===== config.mk =====
export PLATFORM = sky130hd
export DESIGN_NAME = layer_scheduler_flat
export DESIGN_NICKNAME = d
export VERILOG_FILES = /design/src/rtl/layer_scheduler_if.sv /design/src/rtl/layer_scheduler.sv /design/src/flat_wrapper.sv
export SDC_FILE = /design/constraint.sdc
export NUM_CORES = 1
export LEC_CHECK = 0
export CORE_AREA = 2 2 152 154
export DETAILED_ROUTE_END_ITERATION = 10
export DIE_AREA = 0 0 154 156
export GPL_ROUTABILITY_DRIVEN = 0
export GPL_TIMING_DRIVEN = 1
export PLACE_DENSITY_LB_ADDON = 0.05
export SYNTH_ARGS = -nofsm -noshare
export SYNTH_HDL_FRONTEND = slang
export SYNTH_SLANG_ARGS = --single-unit
export TNS_END_PERCENT = 10

===== constraint.sdc =====
create_clock -name clk -period 2.43 [get_ports clk]
set_input_delay 0.6075 -clock clk [delete_from_list [all_inputs] [get_ports clk]]
set_output_delay 0.6075 -clock clk [all_outputs]
set_load 0.01 [all_outputs]

===== src/rtl/layer_scheduler_if.sv =====
// Run control, engine handshake and shared DRAM port of the layer scheduler.
// master is the scheduler side; slave is the software, engine and DRAM side.
interface layer_scheduler_if #(
  parameter int DATA_WIDTH = 32,
  parameter int ADDR_WIDTH = 18,
  parameter int NUM_LAYERS = 4,
  parameter int CNT_WIDTH  = 24
);
  localparam int IDX_W = $clog2(NUM_LAYERS + 1);

  logic                             start;
  logic [NUM_LAYERS-1:0]            layer_mask;
  logic [NUM_LAYERS-1:0]            layer_en;
  logic [NUM_LAYERS-1:0]            layer_done;
  logic [NUM_LAYERS*ADDR_WIDTH-1:0] layer_addr_in;
  logic [NUM_LAYERS*ADDR_WIDTH-1:0] layer_addr_out;
  logic [NUM_LAYERS*DATA_WIDTH-1:0] layer_data_out;
  logic [NUM_LAYERS-1:0]            layer_dram_en_rd;
  logic [NUM_LAYERS-1:0]            layer_dram_en_wr;
  logic [ADDR_WIDTH-1:0]            dram_addr_rd;
  logic [ADDR_WIDTH-1:0]            dram_addr_wr;
  logic [DATA_WIDTH-1:0]            dram_data_wr;
  logic                             dram_en_rd;
  logic                             dram_en_wr;
  logic                             busy;
  logic                             done;
  logic                             error;
  logic [IDX_W-1:0]                 cur_layer;
  logic [CNT_WIDTH-1:0]             last_cycles;

  modport master (
    input  start, layer_mask, layer_done, layer_addr_in, layer_addr_out, layer_data_out,
           layer_dram_en_rd, layer_dram_en_wr,
    output layer_en, dram_addr_rd, dram_addr_wr, dram_data_wr, dram_en_rd, dram_en_wr,
           busy, done, error, cur_layer, last_cycles
  );

  modport slave (
    output start, layer_mask, layer_done, layer_addr_in, layer_addr_out, layer_data_out,
           layer_dram_en_rd, layer_dram_en_wr,
    input  layer_en, dram_addr_rd, dram_addr_wr, dram_data_wr, dram_en_rd, dram_en_wr,
           busy, done, error, cur_layer, last_cycles
  );
endinterface


===== src/rtl/layer_scheduler.sv =====
// Launches the attached layer engines in index order and lends the single DRAM port
// to whichever engine is currently running.
//   state  | meaning
//   IDLE   | waiting for start
//   SEL    | step past masked-off layers, one per cycle; finish after the last index
//   LAUNCH | one-cycle enable pulse to engine idx, cycle counter cleared
//   WAIT   | counting cycles until engine idx reports done, watchdog armed
//   DONE   | one-cycle completion pulse
//   ERR    | watchdog expired; DRAM released until the next start
module layer_scheduler #(
  parameter int DATA_WIDTH = 32,
  parameter int ADDR_WIDTH = 18,
  parameter int NUM_LAYERS = 4,
  parameter int CNT_WIDTH  = 24,
  parameter int TIMEOUT    = 2**20
) (
  input logic               clk,
  input logic               rst,
  layer_scheduler_if.master bus
);
  localparam int IDX_W = $clog2(NUM_LAYERS + 1);
  localparam logic [CNT_WIDTH-1:0] CNT_LAST = CNT_WIDTH'((TIMEOUT > 0) ? TIMEOUT - 1 : 0);

  typedef enum logic [2:0] {S_IDLE, S_SEL, S_LAUNCH, S_WAIT, S_DONE, S_ERR} state_t;

  state_t                state_q, state_d;
  logic [IDX_W-1:0]      idx_q, idx_d;
  logic [NUM_LAYERS-1:0] mask_q, mask_d;
  logic [CNT_WIDTH-1:0]  cnt_q, cnt_d;
  logic [CNT_WIDTH-1:0]  last_q, last_d;
  logic                  err_q, err_d;
  logic [CNT_WIDTH-1:0]  cnt_inc;
  logic                  sel_mask;
  logic                  sel_done;
  logic                  serving;

  always_ff @(posedge clk or posedge rst) begin
    if (rst) begin
      state_q <= S_IDLE;
      idx_q   <= '0;
      mask_q  <= '0;
      cnt_q   <= '0;
      last_q  <= '0;
      err_q   <= 1'b0;
    end else begin
      state_q <= state_d;
      idx_q   <= idx_d;
      mask_q  <= mask_d;
      cnt_q   <= cnt_d;
      last_q  <= last_d;
      err_q   <= err_d;
    end
  end

  // Saturating increment shared by the running count and the reported length.
  assign cnt_inc = (&cnt_q) ? cnt_q : cnt_q + 1'b1;

  always_comb begin
    sel_mask = 1'b0;
    sel_done = 1'b0;
    for (int i = 0; i < NUM_LAYERS; i++) begin
      if (idx_q == IDX_W'(i)) begin
        sel_mask = mask_q[i];
        sel_done = bus.layer_done[i];
      end
    end
  end

  always_comb begin
    state_d = state_q;
    idx_d   = idx_q;
    mask_d  = mask_q;
    cnt_d   = cnt_q;
    last_d  = last_q;
    err_d   = err_q;
    case (state_q)
      S_IDLE, S_ERR: begin
        if (bus.start) begin
          mask_d  = bus.layer_mask;
          idx_d   = '0;
          err_d   = 1'b0;
          state_d = S_SEL;
        end
      end
      S_SEL: begin
        if (idx_q == IDX_W'(NUM_LAYERS)) begin
          state_d = S_DONE;
        end else if (!sel_mask) begin
          idx_d = idx_q + 1'b1;
        end else begin
          state_d = S_LAUNCH;
        end
      end
      S_LAUNCH: begin
        cnt_d   = '0;
        state_d = S_WAIT;
      end
      S_WAIT: begin
        cnt_d = cnt_inc;
        if (sel_done) begin
          last_d  = cnt_inc;
          idx_d   = idx_q + 1'b1;
          state_d = S_SEL;
        end else if ((TIMEOUT != 0) && (cnt_q == CNT_LAST)) begin
          err_d   = 1'b1;
          state_d = S_ERR;
        end
      end
      S_DONE:  state_d = S_IDLE;
      default: state_d = S_IDLE;
    endcase
  end

  assign serving = (state_q == S_LAUNCH) || (state_q == S_WAIT);

  // Only the engine at idx reaches the DRAM port, and only while it is being served.
  always_comb begin
    bus.layer_en     = '0;
    bus.dram_addr_rd = '0;
    bus.dram_addr_wr = '0;
    bus.dram_data_wr = '0;
    bus.dram_en_rd   = 1'b0;
    bus.dram_en_wr   = 1'b0;
    for (int i = 0; i < NUM_LAYERS; i++) begin
      if (serving && (idx_q == IDX_W'(i))) begin
        bus.layer_en[i]  = (state_q == S_LAUNCH);
        bus.dram_addr_rd = bus.layer_addr_in[i*ADDR_WIDTH +: ADDR_WIDTH];
        bus.dram_addr_wr = bus.layer_addr_out[i*ADDR_WIDTH +: ADDR_WIDTH];
        bus.dram_data_wr = bus.layer_data_out[i*DATA_WIDTH +: DATA_WIDTH];
        bus.dram_en_rd   = bus.layer_dram_en_rd[i];
        bus.dram_en_wr   = bus.layer_dram_en_wr[i];
      end
    end
  end

  assign bus.busy        = (state_q == S_SEL) || serving;
  assign bus.done        = (state_q == S_DONE);
  assign bus.error       = err_q;
  assign bus.cur_layer   = idx_q;
  assign bus.last_cycles = last_q;
endmodule


===== src/flat_wrapper.sv =====
// flat-port wrapper written by rule: the top's interface ports become plain ports
module layer_scheduler_flat 
#(
  parameter int DATA_WIDTH = 32,
  parameter int ADDR_WIDTH = 18,
  parameter int NUM_LAYERS = 4,
  parameter int CNT_WIDTH  = 24,
  parameter int TIMEOUT    = 2**20
)
  (clk, rst, bus_start, bus_layer_mask, bus_layer_done, bus_layer_addr_in, bus_layer_addr_out, bus_layer_data_out, bus_layer_dram_en_rd, bus_layer_dram_en_wr, bus_layer_en, bus_dram_addr_rd, bus_dram_addr_wr, bus_dram_data_wr, bus_dram_en_rd, bus_dram_en_wr, bus_busy, bus_done, bus_error, bus_cur_layer, bus_last_cycles);
  layer_scheduler_if #(.DATA_WIDTH(DATA_WIDTH), .ADDR_WIDTH(ADDR_WIDTH), .NUM_LAYERS(NUM_LAYERS), .CNT_WIDTH(CNT_WIDTH)) bus_i ();
  input logic clk;
  input logic rst;
  input wire logic [$bits(bus_i.start)-1:0] bus_start;
  input wire logic [$bits(bus_i.layer_mask)-1:0] bus_layer_mask;
  input wire logic [$bits(bus_i.layer_done)-1:0] bus_layer_done;
  input wire logic [$bits(bus_i.layer_addr_in)-1:0] bus_layer_addr_in;
  input wire logic [$bits(bus_i.layer_addr_out)-1:0] bus_layer_addr_out;
  input wire logic [$bits(bus_i.layer_data_out)-1:0] bus_layer_data_out;
  input wire logic [$bits(bus_i.layer_dram_en_rd)-1:0] bus_layer_dram_en_rd;
  input wire logic [$bits(bus_i.layer_dram_en_wr)-1:0] bus_layer_dram_en_wr;
  output wire logic [$bits(bus_i.layer_en)-1:0] bus_layer_en;
  output wire logic [$bits(bus_i.dram_addr_rd)-1:0] bus_dram_addr_rd;
  output wire logic [$bits(bus_i.dram_addr_wr)-1:0] bus_dram_addr_wr;
  output wire logic [$bits(bus_i.dram_data_wr)-1:0] bus_dram_data_wr;
  output wire logic [$bits(bus_i.dram_en_rd)-1:0] bus_dram_en_rd;
  output wire logic [$bits(bus_i.dram_en_wr)-1:0] bus_dram_en_wr;
  output wire logic [$bits(bus_i.busy)-1:0] bus_busy;
  output wire logic [$bits(bus_i.done)-1:0] bus_done;
  output wire logic [$bits(bus_i.error)-1:0] bus_error;
  output wire logic [$bits(bus_i.cur_layer)-1:0] bus_cur_layer;
  output wire logic [$bits(bus_i.last_cycles)-1:0] bus_last_cycles;
  assign bus_i.start = bus_start;
  assign bus_i.layer_mask = bus_layer_mask;
  assign bus_i.layer_done = bus_layer_done;
  assign bus_i.layer_addr_in = bus_layer_addr_in;
  assign bus_i.layer_addr_out = bus_layer_addr_out;
  assign bus_i.layer_data_out = bus_layer_data_out;
  assign bus_i.layer_dram_en_rd = bus_layer_dram_en_rd;
  assign bus_i.layer_dram_en_wr = bus_layer_dram_en_wr;
  assign bus_layer_en = bus_i.layer_en;
  assign bus_dram_addr_rd = bus_i.dram_addr_rd;
  assign bus_dram_addr_wr = bus_i.dram_addr_wr;
  assign bus_dram_data_wr = bus_i.dram_data_wr;
  assign bus_dram_en_rd = bus_i.dram_en_rd;
  assign bus_dram_en_wr = bus_i.dram_en_wr;
  assign bus_busy = bus_i.busy;
  assign bus_done = bus_i.done;
  assign bus_error = bus_i.error;
  assign bus_cur_layer = bus_i.cur_layer;
  assign bus_last_cycles = bus_i.last_cycles;
  layer_scheduler #(.DATA_WIDTH(DATA_WIDTH), .ADDR_WIDTH(ADDR_WIDTH), .NUM_LAYERS(NUM_LAYERS), .CNT_WIDTH(CNT_WIDTH), .TIMEOUT(TIMEOUT)) u_core (.clk(clk), .rst(rst), .bus(bus_i));
endmodule

**After elaboration in Yosys (flattened, before gate mapping)**

Cells that the tools add are included.

- Equality and inequality tests: 18
- Muxes and demuxes: 49
- Add/sub/neg operators: 2
- Reductions and logical operators: 18

Operator list:

| cell | count |
|---|---|
| 18-bit 2-to-1 mux | 8 |
| 32-bit 2-to-1 mux | 4 |
| 24-bit one-hot mux with 2 select lines | 1 |
| 3-bit 2-to-1 mux | 9 |
| 24-bit by 1-bit adder with 24-bit output (second input constant) | 1 |
| 24-bit by 20-bit equality test with 1-bit output (second input constant) | 1 |
| 24-bit 2-to-1 mux | 1 |
| 24-bit AND reduction | 1 |
| 1-bit 2-to-1 mux | 23 |
| 3-bit by 2-bit equality test with 1-bit output (second input constant) | 4 |
| 3-bit one-hot mux with 4 select lines | 1 |
| 3-bit equality test (second input constant) | 3 |
| 3-bit one-hot mux with 3 select lines | 1 |
| 2-bit != test (second input constant) | 4 |
| 3-bit by 1-bit equality test with 1-bit output (second input constant) | 2 |
| 3-bit logical NOT | 2 |
| 3-bit by 1-bit != test with 1-bit output (second input constant) | 2 |
| 5-bit AND reduction | 1 |
| 1-bit logical AND | 4 |
| 2-bit by 1-bit != test with 1-bit output (second input constant) | 2 |
| 2-bit AND reduction | 2 |
| 4-bit AND reduction | 1 |
| 2-bit nonzero test | 2 |
| 3-bit by 1-bit adder with 3-bit output (second input constant) | 1 |
| 5 further kinds | 6 |

- Logic and storage cells: 93
- Register bits: 59
- Input port bits: 291
- Output and inout port bits: 104

**Longest topological paths before layout**

- Depth after elaboration: 8
- Mapped depth: 10

**Least setup slack after synthesis**

Ideal clock, no wire load.

- Path type: register to output
- Start: register u_core.idx_q[2] (netlist: u_core.bus.cur_layer[2])
- End: output bus_dram_addr_rd[10]
- Cell stages (with the launch flop): 8
- Data required time: 1,822 ps
- Setup slack: -116 ps
- Arrival: 1,939 ps
- Cells stage by stage: dfrtp_1 > clkbuf_1 > nor3b_1 > nand2_1 > nor2_1 > clkbuf_1 > a221oi_1 > o21ai_0

- Word-level cells in the longest chain between the ends: 6

RTL lines:

| what | RTL line | text |
|---|---|---|
| from (decl) | layer_scheduler.sv:27 | `logic [IDX_W-1:0] idx_q, idx_d;` |
| from (signal assigned) | layer_scheduler.sv:47 | `idx_q <= idx_d;` |
| 3-bit logical NOT | layer_scheduler.sv:125 | `if (serving && (idx_q == IDX_W'(i))) begin` |
| 1-bit logical AND | layer_scheduler.sv:125 |  |
| 18-bit 2-to-1 mux (3 in a row) | layer_scheduler.sv:125 |  |
| 18-bit 2-to-1 mux * | layer_scheduler.sv:125 |  |
| to (decl) | flat_wrapper.sv:23 | `output wire logic [$bits(bus_i.dram_addr_rd)-1:0] bus_dram_addr_rd;` |

Every way passes the cells marked *; elsewhere a longest branch is shown, timed or not.

**Worst setup path after layout**

- Start: register u_core.state_q[2]
- End: output bus_dram_en_rd

- Word-level cells in the longest chain between the ends: 7

RTL lines:

| what | RTL line | text |
|---|---|---|
| from (decl) | layer_scheduler.sv:26 | `state_t state_q, state_d;` |
| from (signal assigned) | layer_scheduler.sv:46 | `state_q <= state_d;` |
| 3-bit by 2-bit equality test with 1-bit output | layer_scheduler.sv:114 | `assign serving = (state_q == S_LAUNCH) \|\| (state_q == S_WAIT);` |
| 1-bit logical OR * | layer_scheduler.sv:114 |  |
| 1-bit logical AND | layer_scheduler.sv:125 |  |
| 1-bit 2-to-1 mux (3 in a row) | layer_scheduler.sv:125 |  |
| 1-bit 2-to-1 mux * | layer_scheduler.sv:125 |  |
| to (decl) | flat_wrapper.sv:26 | `output wire logic [$bits(bus_i.dram_en_rd)-1:0] bus_dram_en_rd;` |

Marks and branches as above.

==> out/results.tsv <==
metric	value	unit
switching power total	2.85	mW
vias per cell	5.19	
pin count of the biggest net entering global routing	49	
H-tree Lvls	3	
Seq cells post-synth	59	
final hold violations	0	
DRT antenna net count	0	
Final TNS setup	-22.70	ns
Mapped Avg Cell Area	7.47	sq um
RSZ-0062 raised after global routing	true	
minimum clock period	2.87	ns
# fillers	2139	
class of the worst hold path	flip-flop to flip-flop	
Rows	55	
port bufs	394	
core box area	22400	sq um
area of the multi-input gates	4130	sq um
syn_nets	1019	
total grt overflow	0	
GR Util All Layers	27.4	%
leading area contributor after synthesis	dfrtp_1	
largest family of logic cells by synthesized area	compound AO/OA/AOI/OAI gates	
WP depth	8	
Synth top area share	27.4	%
synthesis-to-layout area growth	117	%
buffers plus inverters on the worst setup path	4	
first-pass GRT wire length	49600	microns
CTS tree	yes	
Root Buffer Master	clkbuf_16	
asr flop ratio synth	100	%
switching share of power	38.7	%
total power	7.37	mW
most common library cells after synthesis	173 x o21ai_0, 122 x nand2_1, 71 x a221oi_1, 59 x dfrtp_1, 53 x clkbuf_1	
Synth Area in Compound Gates	37.4	%
Worst path slowest cell	dfrtp_1	
Initial Utilization	24.1	%
Non-Filler Instances	1494	
fraction of the mapped netlist area in adder cells	1.39	%
Remaining DRCs	0	
Setup CP Type	flip-flop to output port	
CP max stage delay	0.42	ns
cts hold-fix bufs	0	
PnR worst setup slack	-0.442	ns
Tcrit/Tclk final	118	%
final setup violation count	71	
Worst R2R End	u_core.bus.cur_layer[0]$_DFFE_PP0P_	
1st-iter DRT viols	496	
PwrDens	631	nW/um^2
layout cells sized above 1	29.4	%
worst skew pair latency	0.33	ns
crit path launch	u_core.state_q[2]$_DFFE_PP0P_	
max_cap viols	0	
Post-synth EDFFs	0	
Slew headroom	63.2	%
Reg clk slew, reported paths	0.05	ns
Worst Path Arrival	2.26	ns
Post-synth top flop	dfrtp_1	
vias	7748	
ranking of synthesized cells by area	dfrtp_1 27%, o21ai_0 16%, a221oi_1 12%	
mux cell area share after synthesis	4.43	%
Synth Warn #	0	
Cells after DPL	1418	
most numerous cell in the Yosys netlist	o21ai_0	
xor-xnor portion of the synthesized cell area	3.41	%
design internal power	4.52	mW
Gate Count Post-Synth	722	
Mapped Area	5390	sq um
vias in the first global route	7744	
Die ar.	24000	sq um
status	finished, violations left	
startpoint types	flip-flop	
clock share of power	19.3	%
final clock skew	0.00666	ns
Setup crit end	bus_dram_en_rd	
failing checks	setup timing	
CTS max path bufs	2	
Post-Synth Simple-Gate Area	19.5	%
Gate power share	62.7	%
Crit path top cell by count	buf_4	
CP cell instances	nor3b_4 -> buf_4 -> and2_4 -> buf_12 -> buf_4 -> a221oi_2 -> o21ai_1 -> buf_4	
clock sink total	59	
VDD IR max	0.000381	V
Peak Freq	0.348	GHz
reg2reg path depth	8	
WL/cell	23.3	microns
R2R setup slack	0.17	ns
leak pwr	4.86	nW
die height	156	microns
register area	1480	sq um
Tightest Pin Transition	0.551	ns
CP top delay family	buffers and inverters	
initial antenna violation count	2	
I/O Pins	395	
crit path max fanout	16	
Synth cell types	60	
Setup crit end kind	output port	
Die W	154	microns
dpl hpwl	25800	microns
DR pass1 iterations	5	
CTS Buf Count	9	
final WL	34800	microns
max-slew violation count	0	
nets	1500	
sequential share of power	18.0	%
sequential area share after synthesis	27.4	%
CP required	1.82	ns
r2r startpoint	u_core.bus.cur_layer[1]$_DFFE_PP0P_	
==> power by group through the flow <==
stage	Sequential (mW)	Combinational [mW]	Clock (mW)
6_report	1.33	4.62	1.42
5_1_grt	1.35	4.93	1.48
4_1_cts	1.32	4.34	1.44
3_5_place_dp	1.32	3.99	0
3_3_place_gp	1.32	4.01	0
2_1_floorplan	1.26	1.79	0
==> through the flow <==
stage	instance area, sq um	hold slack [ns]	setup slack (ns)	util (%)
after floorplan	5400	0.475	-0.100	-
after global placement	10300	0.460	-0.549	46.0
after detailed placement	10300	0.469	-0.542	46.0
after CTS	11200	0.481	-0.426	50.1
after global routing	11700	0.495	-0.477	52.2
final	11700	0.475	-0.442	52.2
==> state kept, by name, indices dropped and copies added (netlist names) <==
name / flops
u_core.bus.last_cycles: 24
u_core.cnt_q: 24
u_core.mask_q: 4
u_core.bus.cur_layer: 3
u_core.state_q: 3
u_core.bus.error: 1
==> worst reg2reg max path: stages (launching register included) <==
cell and delay [ns]:
dfrtp_1 0.41, inv_2 0.09, ha_4 0.17, buf_4 0.15
nor2b_1 0.13, a221oi_1 0.32, o21ai_0 0.14, a2111o_1 0.43
mux2_2 0.30
==> cells in the final DEF (no fill, tap or decap), types with 17 or more instances in the layout <==
| cell type | count |
|---|---|
| clkdlybuf4s50_1 | 318 |
| nand2_1 | 119 |
| buf_4 | 109 |
| o21ai_1 | 93 |
| o21ai_0 | 83 |
| dfrtp_1 | 59 |
| buf_2 | 58 |
| a221oi_2 | 45 |
| nor2_1 | 35 |
| buf_12 | 24 |
| a221oi_1 | 21 |
| xnor2_1 | 17 |
| buf_6 | 17 |
==> per-layer routing <==
layer / GRT usage (%) / wire (microns) / vias to the layer above / part of all wire, %
met5: 0 / 12 / - / 0.034
met4: 6.41 / 618 / 2 / 1.8
met3: 6.33 / 2230 / 43 / 6.4
met2: 47.4 / 17400 / 288 / 50
met1: 34.6 / 14600 / 3743 / 42
li1: - / - / 3672 / -
==> how the worst min path moves through the flow <==
stage                                      startpoint                                endpoint  slack, ns  cells past startpoint
2_1_floorplan            u_core.mask_q[2]$_DFFE_PP0P_            u_core.mask_q[2]$_DFFE_PP0P_       0.48                      1
3_3_place_gp    u_core.bus.last_cycles[0]$_DFFE_PP0P_   u_core.bus.last_cycles[0]$_DFFE_PP0P_       0.46                      1
3_5_place_dp   u_core.bus.last_cycles[12]$_DFFE_PP0P_  u_core.bus.last_cycles[12]$_DFFE_PP0P_       0.47                      2
4_1_cts        u_core.bus.last_cycles[12]$_DFFE_PP0P_  u_core.bus.last_cycles[12]$_DFFE_PP0P_       0.48                      2
5_1_grt         u_core.bus.last_cycles[1]$_DFFE_PP0P_   u_core.bus.last_cycles[1]$_DFFE_PP0P_       0.49                      1
6_report       u_core.bus.last_cycles[12]$_DFFE_PP0P_  u_core.bus.last_cycles[12]$_DFFE_PP0P_       0.48                      2
==> timing repair <==
| action | 4_1_cts | 5_1_grt |
|---|---|---|
| cloned | 6 | 4 |
| setup buffers | 25 | 29 |
| setup endpoints to repair | 74 | 73 |
| resized for setup | 494 | 55 |
| pin swaps | 74 | 33 |
==> cell families after synthesis <==
group | count (synthesis)
xor+xnor | 21
mux | 23
compound gates | 309
flops | 59
fa+ha+maj | 6
simple gates | 219
buf+inv | 85
==> final cells by class <==
type / instances / area share, %
clock buffers: 11 / 2.17
multi-input cells: 578 / 35.4
diodes: 1 / 0.0214
flip-flops and latches: 59 / 12.6
inverters: 9 / 0.289
well taps: 285 / 3.05
clock inverters: 5 / 0.643
repair buffers: 546 / 45.8
Power figures use the tool's default switching activity.
